==> config.mk <==
export PLATFORM = sky130hd
export DESIGN_NAME = reorder_buffer
export DESIGN_NICKNAME = d
export VERILOG_FILES = /design/src/rtl/reorder_buffer.sv
export SDC_FILE = /design/constraint.sdc
export NUM_CORES = 1
export LEC_CHECK = 0
export BUFFER_PORTS_ARGS = -buffer_cell sky130_fd_sc_hd__buf_2
export CAP_MARGIN = 20
export CORE_MARGIN = 1
export CORE_UTILIZATION = 66
export CTS_BUF_LIST = sky130_fd_sc_hd__clkbuf_8 sky130_fd_sc_hd__clkbuf_16
export DETAILED_ROUTE_END_ITERATION = 16
export MAX_ROUTING_LAYER = met4
export PLACE_DENSITY_LB_ADDON = 0.1
export SETUP_SLACK_MARGIN = 0.3
export SLEW_MARGIN = 10
export SYNTH_ARGS = -nofsm -noshare
export SYNTH_HDL_FRONTEND = slang
export SYNTH_SLANG_ARGS = --single-unit
==> constraint.sdc <==
create_clock -name clk -period 5.9 [get_ports clk]
set_input_delay 0.59 -clock clk [delete_from_list [all_inputs] [get_ports clk]]
set_output_delay 0.59 -clock clk [all_outputs]
set_load 0.05 [all_outputs]
==> src/rtl/reorder_buffer.sv <==
// In-order retirement buffer: rename allocates by tag, units write back out of order, one entry retires per cycle.
// Optional performance counters (retired_cnt, flush_cnt) are enabled by defining ROB_PERF_CNT_EN.
module reorder_buffer #(
    parameter int DEPTH  = 16,
    parameter int TAG_W  = 4,
    parameter int PREG_W = 7
) (
    input  logic              clk,
    input  logic              reset,
    input  logic              alloc_valid,
    output logic              alloc_ready,
    input  logic [TAG_W-1:0]  alloc_tag,
    input  logic [PREG_W-1:0] alloc_pd_new,
    input  logic [PREG_W-1:0] alloc_pd_old,
    input  logic              alloc_has_rd,
    input  logic              wb_valid,
    input  logic [TAG_W-1:0]  wb_tag,
    input  logic              wb_mispredict,
    output logic              free_en,
    output logic [PREG_W-1:0] free_preg,
    output logic              commit_valid,
    output logic [TAG_W-1:0]  commit_tag,
    output logic              mispredict,
    output logic              empty,
    output logic              full
`ifdef ROB_PERF_CNT_EN
    ,
    output logic [31:0]       retired_cnt,
    output logic [15:0]       flush_cnt
`endif
);

    localparam logic [TAG_W:0]   FULL_COUNT = (TAG_W + 1)'(DEPTH);
    localparam logic [TAG_W:0]   CNT_ONE    = (TAG_W + 1)'(1);
    localparam logic [TAG_W-1:0] TAG_ONE    = TAG_W'(1);

    logic [DEPTH-1:0]  valid_q;
    logic [DEPTH-1:0]  done_q;
    logic [DEPTH-1:0]  misp_q;
    logic [DEPTH-1:0]  has_rd_q;
    logic [PREG_W-1:0] pd_new_q [DEPTH];
    logic [PREG_W-1:0] pd_old_q [DEPTH];
    logic [TAG_W-1:0]  head_q;
    logic [TAG_W-1:0]  tail_q;
    logic [TAG_W:0]    count_q;

    logic alloc_fire;
    logic wb_fire;
    logic commit_fire;
    logic flush;

    assign full        = (count_q == FULL_COUNT);
    assign empty       = (count_q == '0);
    assign alloc_ready = !full && !mispredict;
    assign alloc_fire  = alloc_valid && alloc_ready;

    // A writeback racing the allocation of the same tag belongs to the previous occupant, so it is dropped.
    assign wb_fire     = wb_valid && valid_q[wb_tag] && !(alloc_fire && (alloc_tag == wb_tag));
    assign commit_fire = valid_q[head_q] && done_q[head_q];
    assign flush       = commit_fire && misp_q[head_q];

    always_ff @(posedge clk) begin
        if (reset) begin
            valid_q <= '0;
            done_q  <= '0;
            misp_q  <= '0;
            head_q  <= '0;
            tail_q  <= '0;
            count_q <= '0;
        end else if (flush) begin
            // Retire the mispredicted entry and squash everything younger, including any same-cycle allocation.
            valid_q <= '0;
            head_q  <= head_q + TAG_ONE;
            tail_q  <= head_q + TAG_ONE;
            count_q <= '0;
        end else begin
            if (commit_fire) begin
                valid_q[head_q] <= 1'b0;
                head_q          <= head_q + TAG_ONE;
            end
            if (wb_fire) begin
                done_q[wb_tag] <= 1'b1;
                misp_q[wb_tag] <= wb_mispredict;
            end
            if (alloc_fire) begin
                valid_q[alloc_tag] <= 1'b1;
                done_q[alloc_tag]  <= 1'b0;
                misp_q[alloc_tag]  <= 1'b0;
                tail_q             <= alloc_tag + TAG_ONE;
            end
            if (alloc_fire && !commit_fire) begin
                count_q <= count_q + CNT_ONE;
            end else if (!alloc_fire && commit_fire) begin
                count_q <= count_q - CNT_ONE;
            end
        end
    end

    always_ff @(posedge clk) begin
        if (alloc_fire) begin
            has_rd_q[alloc_tag] <= alloc_has_rd;
            pd_new_q[alloc_tag] <= alloc_pd_new;
            pd_old_q[alloc_tag] <= alloc_pd_old;
        end
    end

    always_ff @(posedge clk) begin
        if (reset) begin
            commit_valid <= 1'b0;
            commit_tag   <= '0;
            free_en      <= 1'b0;
            free_preg    <= '0;
            mispredict   <= 1'b0;
        end else begin
            commit_valid <= commit_fire;
            free_en      <= commit_fire && has_rd_q[head_q];
            free_preg    <= (commit_fire && has_rd_q[head_q]) ? pd_old_q[head_q] : '0;
            mispredict   <= flush;
            if (commit_fire) begin
                commit_tag <= head_q;
            end
        end
    end

    // pd_new and the tail pointer are tracked for recovery and debug; no output consumes them yet.
    logic unused_state;
    assign unused_state = ^{pd_new_q[head_q], tail_q};

`ifdef ROB_PERF_CNT_EN
    always_ff @(posedge clk) begin
        if (reset) begin
            retired_cnt <= '0;
            flush_cnt   <= '0;
        end else begin
            if (commit_fire) begin
                retired_cnt <= retired_cnt + 32'd1;
            end
            if (flush) begin
                flush_cnt <= flush_cnt + 16'd1;
            end
        end
    end
`endif

endmodule

# Yosys cells after proc, flatten, opt, wreduce, memory -nomap -nowiden
# Memory sizes are Yosys's and may differ from the RTL's. A register that Yosys moved wholly into a read port is not among the register bits.
# Cells that the tools add are included.
dict set report classes {
  add_sub_neg 3
  order_cmp 6
  n_eq_ne 2
  n_mux 36
  bitwise_logic 8
  reduce_logical 23
}
# cell n
set op_table {}
lappend op_table {{$mux 16} 12}
lappend op_table {{$and 16x16->16} 3}
lappend op_table {{$bwmux 16} 2}
lappend op_table {{$not 16->16} 2}
lappend op_table {{$or 16x16->16} 2}
lappend op_table {{$bmux 1 s4} 5}
lappend op_table {{$lt 4x5->1 const B} 3}
lappend op_table {{$logic_and 1x1->1} 13}
lappend op_table {{$demux 1 s4} 3}
lappend op_table {{$ge 4x1->1 const B} 3}
lappend op_table {{$mux 1} 10}
lappend op_table {{$mux 5} 2}
lappend op_table {{$mux 4} 2}
lappend op_table {{$add 5x1->5 const B} 1}
lappend op_table {{$eq 5x5->1 const B} 1}
lappend op_table {{$logic_not 1->1} 5}
lappend op_table {{$logic_not 5->1} 1}
lappend op_table {{$sub 5x1->5 const B} 1}
lappend op_table {{$add 4x1->4 const B} 1}
lappend op_table {{$eq 4x4->1} 1}
lappend op_table {{$reduce_bool 2->1} 2}
lappend op_table {{$reduce_or 2->1} 2}
lappend op_table {{$not 1->1} 1}
dict set report totals {
  ff_bits 80
  ram_bits 112
  in_bits 28
  out_inout_bits 17
  word_cells 89
  n_memories 1
}
# memory words word_bits rd rd_ports_with_merged_regs write_ports line_no
set mem_list {}
lappend mem_list {pd_old_q 16 7 1 1 1 42} ;# logic [PREG_W-1:0] pd_old_q [DEPTH];

# Logic depth before layout (Yosys ltp)
dict set report logic_depth {
  word_depth 12
  depth_mapped 15
  depth_no_buf 13
}

# Least setup slack after synthesis
# No wires, ideal clock.
dict set report synth_timing {
  kind {register to register}
  startpoint {reg head_q[0]}
  endpoint {reg count_q[4]}
  setup_ns 0.117
  t_arrival_ns 3.005
  required_time_ns 5.783
  setup_slack_ns 2.778
  stages_incl_launch_ff 16
  n_path_buf 2
  period_less_slack_ns 3.122
  cell_sequence {dfxtp_1 -> buf_6 -> mux4_2 -> a22oi_1 -> nand2_1 -> nand2_1 -> buf_2 -> ha_1 -> inv_1 -> fa_1 -> a21o_1 -> a21oi_1 -> xnor2_1 -> nor2_1 -> xnor2_1 -> nor2_1}
}
dict set report synth_between {
  elab_chain_cells 6
  elab_cells_between_ends 14
  classes_between {mux (7); reduce/logical (7)}
}
# item line_no
set synth_lines {}
lappend synth_lines {{start: declaration} 43} ;# logic [TAG_W-1:0] head_q;
lappend synth_lines {{start signal: assignment} 73} ;# head_q <= head_q + TAG_ONE;
lappend synth_lines {{start signal: assignment} 79} ;# head_q <= head_q + TAG_ONE;
lappend synth_lines {{$bmux 1 s4} 59} ;# assign commit_fire = valid_q[head_q] && done_q[head_q];
lappend synth_lines {{$mux 1 (implied by the code)} 59}
lappend synth_lines {{$logic_and 1x1->1} 59}
lappend synth_lines {{$logic_not 1->1} 91} ;# if (alloc_fire && !commit_fire) begin
lappend synth_lines {{$logic_and 1x1->1} 91}
lappend synth_lines {{$mux 5 / $reduce_bool 2->1 (equally long branches)} -}
lappend synth_lines {{end signal: assignment} 92} ;# count_q <= count_q + CNT_ONE;
lappend synth_lines {{end signal: assignment} 94} ;# count_q <= count_q - CNT_ONE;
lappend synth_lines {{end: declaration} 45} ;# logic [TAG_W:0] count_q;
# Several ways; a longest one is shown, not always the timed one. The select of a mux whose other input is x is not followed.
# A chain may end at the register's enable or synchronous reset.

# Worst setup path after layout
# Ends and elaborated chain as after synthesis.

==> flow_summary.yaml <==
floorplanning:
  start_util: 0.6818
  die_y_um: 116.6
  die_x_um: 116.6
  core_area_um2: 12720
  die_area_um2: 13610
  ioPinCount: 45
  rows: 41
grt:
  grt_max_degree: 56
  grt.total_usage: 0.3241
  gr-total-overflow: 0
  grt_first_pass_wirelength_um: 29550
  grt_antenna_before_repair: 0
  grt_pass1_vias: 5166
clock_tree:
  cts-htree-levels: 4
  ctsHoldBuffers: 0
  cts_resized: 0
  clk_latency_ps: 430
  clk_path_buf_depth: 2
  cts.sinks: 199
  postCtsSetupBuffers: 0
  tritoncts: "yes"
  cts_root_buffer: "clkbuf_16"
  cts_made_buffers: 17
  clkSlewWorstSetupHoldPaths_ps: 70
cells_and_area:
  n_antenna_cell: 0
  multi_input_area_um2: 3097
  syn_to_final_growth_pct: 10.20
  nNetsFinal: 669
  final.fill_count: 819
  register_area_um2: 5270
  drive_gt1_frac: 0.2698
worst_setup_path:
  worst-path-buf-inv: 1
  worstPathMaxFanout: 49
  worstPathRequired_ps: 6220
  worstSetupPathType: "reg2reg"
  crit_path_start_kind: "register"
  critPathMaxStageDelay_ps: 980
  critPathSlowestCell: "dfxtp_4"
  path_cells: "mux4_2 > a22oi_1 > nand2_1 > nand2_1 > ha_1 > inv_1 > fa_1 > a21o_1 > a21oi_1 > xnor2_1 > nor2_1 > xnor2_1 > nor2_1"
  crit_arrival_ps: 4030
  endpoint_kind: "register"
  cpLargestDelayFamily: "flip-flops"
logic_synthesis:
  synth.distinct_cells: 41
  postSynthCellCount: 606
  ys_seq_area_frac: 0.6070
  syn_area_um2: 8675
  yosys_warnings: 0
  synth_top_area_cell: "edfxtp_1"
  netlist.area_leader.share: 0.4431
  synth_enable_flop_cells: 128
  synth_commonest_cells: "128 x edfxtp_1, 71 x dfxtp_1, 56 x mux4_2"
  synth-seq-cells: 199
  synth.area.top_cells: "edfxtp_1 44%, dfxtp_1 16%, mux4_2 15%"
  synth_nets: 643
  async_flop_share: 0
  yosysMostFrequentCell: "edfxtp_1"
  ys.flop_type: "edfxtp_1"
  postSynthAreaPerCell_um2: 14.31
sta:
  fin_crit_ps: 3708
  hold_slack_ps: 450.2
  slew_viol_final: 0
  fin_crit_sh: 0.6284
  fmax_ghz: 0.2697
  rsz0062_at_grt: "false"
  hold_violations: 0
  tightest_slew_ps: 1064
  slew_headroom: 0.2895
  tns_ps: 0
  skew_ps: 14.94
  finalSetupViolCount: 0
placement:
  port_buffers: 37
  gp_congestion: 0.8944
  dpl.hpwl_um: 11890
pwr:
  intPower_mw: 2.232
  clkPwrFrac: 0.395
  power_density_nw_per_um2: 307.5
  p_sw_frac: 0.2408
  p_seq_frac: 0.524
  combPwrFrac: 0.081
  max-vdd-ir-drop_uv: 216.1
  p_leak_nw: 3.062
  switchingPower_mw: 0.7079
outcome:
  outcome: "finished clean"
detailed_routing:
  firstDrtPassIters: 5
  drt_iter0_drc: 824
  wl_um: 20070
  wl_per_cell_um: 24.57
  drc: 0
  final_antenna_net_count: 0
  via_per_inst: 6.716
  vias: 5487
run:
  maxCapViolCount: 0
worst_hold_path:
  hold_class: "reg2reg"
## sequential cells by signal (all words and copies together), names as in the netlist, 5 cells and up
register	cells
done_q	16
free_preg	7
count_q	5
pd_old_q	112
misp_q	16
valid_q	16
has_rd_q	16
## kinds of logic after synthesis
family,Yosys count,synth area share
compound gates,100,0.08063
mux,58,0.1477
simple gates,159,0.1004
fa+ha+maj,9,0.01385
flops,199,0.6070
xor+xnor,12,0.01212
buf+inv,69,0.03837
## worst paths after layout
check / startpoint / to / slack [ps] / cells after the start
min: commit_tag[0] / commit_tag[0] / 450 / 2
min reg2reg: commit_tag[0] / commit_tag[0] / 450 / 2
max: head_q[0] / count_q[4] / 2190 / 13
max reg2reg: head_q[0] / count_q[4] / 2190 / 13
## power groups by stage
stage	Sequential, mW	Clock, mW	Combinational (mW)
2_1_floorplan	1.56	0	0.172
3_3_place_gp	1.57	0	0.229
3_5_place_dp	1.57	0	0.235
4_1_cts	1.54	1.17	0.238
5_1_grt	1.54	1.22	0.255
6_report	1.54	1.16	0.238
## metal layers
layer / GRT usage / vias to the layer above / part of all wire
met5: - / - / 0
met4: 0.1443 / 0 / 0.036
met3: 0.07525 / 71 / 0.093
met2: 0.4813 / 344 / 0.48
met1: 0.4307 / 2686 / 0.39
li1: - / 2386 / -
## metrics by stage
stage,power [mW],util,cells,area [um2],setup slack [ps]
after global routing,3.018,0.7514,817,9559,1991
after global placement,1.795,0.7048,785,8966,2163
final,2.940,0.7514,817,9559,2192
after detailed placement,1.804,0.7048,785,8966,2212
after CTS,2.948,0.7514,817,9559,2201
after floorplan,1.736,-,606,8675,2778
## worst reg2reg max path: stages, from the launching register on
cell	delay (ps)
dfxtp_4	980
mux4_2	640
a22oi_1	280
nand2_1	140
nand2_1	110
ha_1	190
inv_1	110
fa_1	410
a21o_1	180
a21oi_1	170
xnor2_1	130
nor2_1	70
xnor2_1	140
nor2_1	50
## cell usage in the layout (no fill, tap or decap), types with 3 or more instances in the layout
| master | instances |
|---|---|
| o21ai_0 | 14 |
| nor3_2 | 3 |
| nand4_1 | 14 |
| xor2_1 | 5 |
| a311oi_1 | 3 |
| or3b_2 | 7 |
| a22oi_1 | 6 |
| clkbuf_16 | 17 |
| nor2b_1 | 13 |
| inv_6 | 4 |
| xnor2_1 | 7 |
| mux4_2 | 56 |
| a31oi_1 | 11 |
| nor3_1 | 16 |
| nor2_1 | 29 |
| a211oi_2 | 16 |
| buf_2 | 37 |
| or3b_1 | 3 |
| edfxtp_1 | 128 |
| nand2_1 | 27 |
| ha_1 | 8 |
| nand3b_1 | 7 |
| inv_1 | 25 |
| dfxtp_1 | 69 |
| buf_4 | 14 |
| clkinvlp_4 | 3 |
| nand3_1 | 26 |
| o22a_1 | 5 |
| a21oi_1 | 42 |
## final cells by class
class | instances | share of cell area
multi-input combinational | 338 | 0.3240
inverter | 25 | 0.009817
sequential | 199 | 0.5513
tap | 172 | 0.02251
clock inverter | 15 | 0.01754
timing repair buffer | 51 | 0.03037
clock buffer | 17 | 0.04450
No activity file was read; power rests on OpenSTA's default activity.
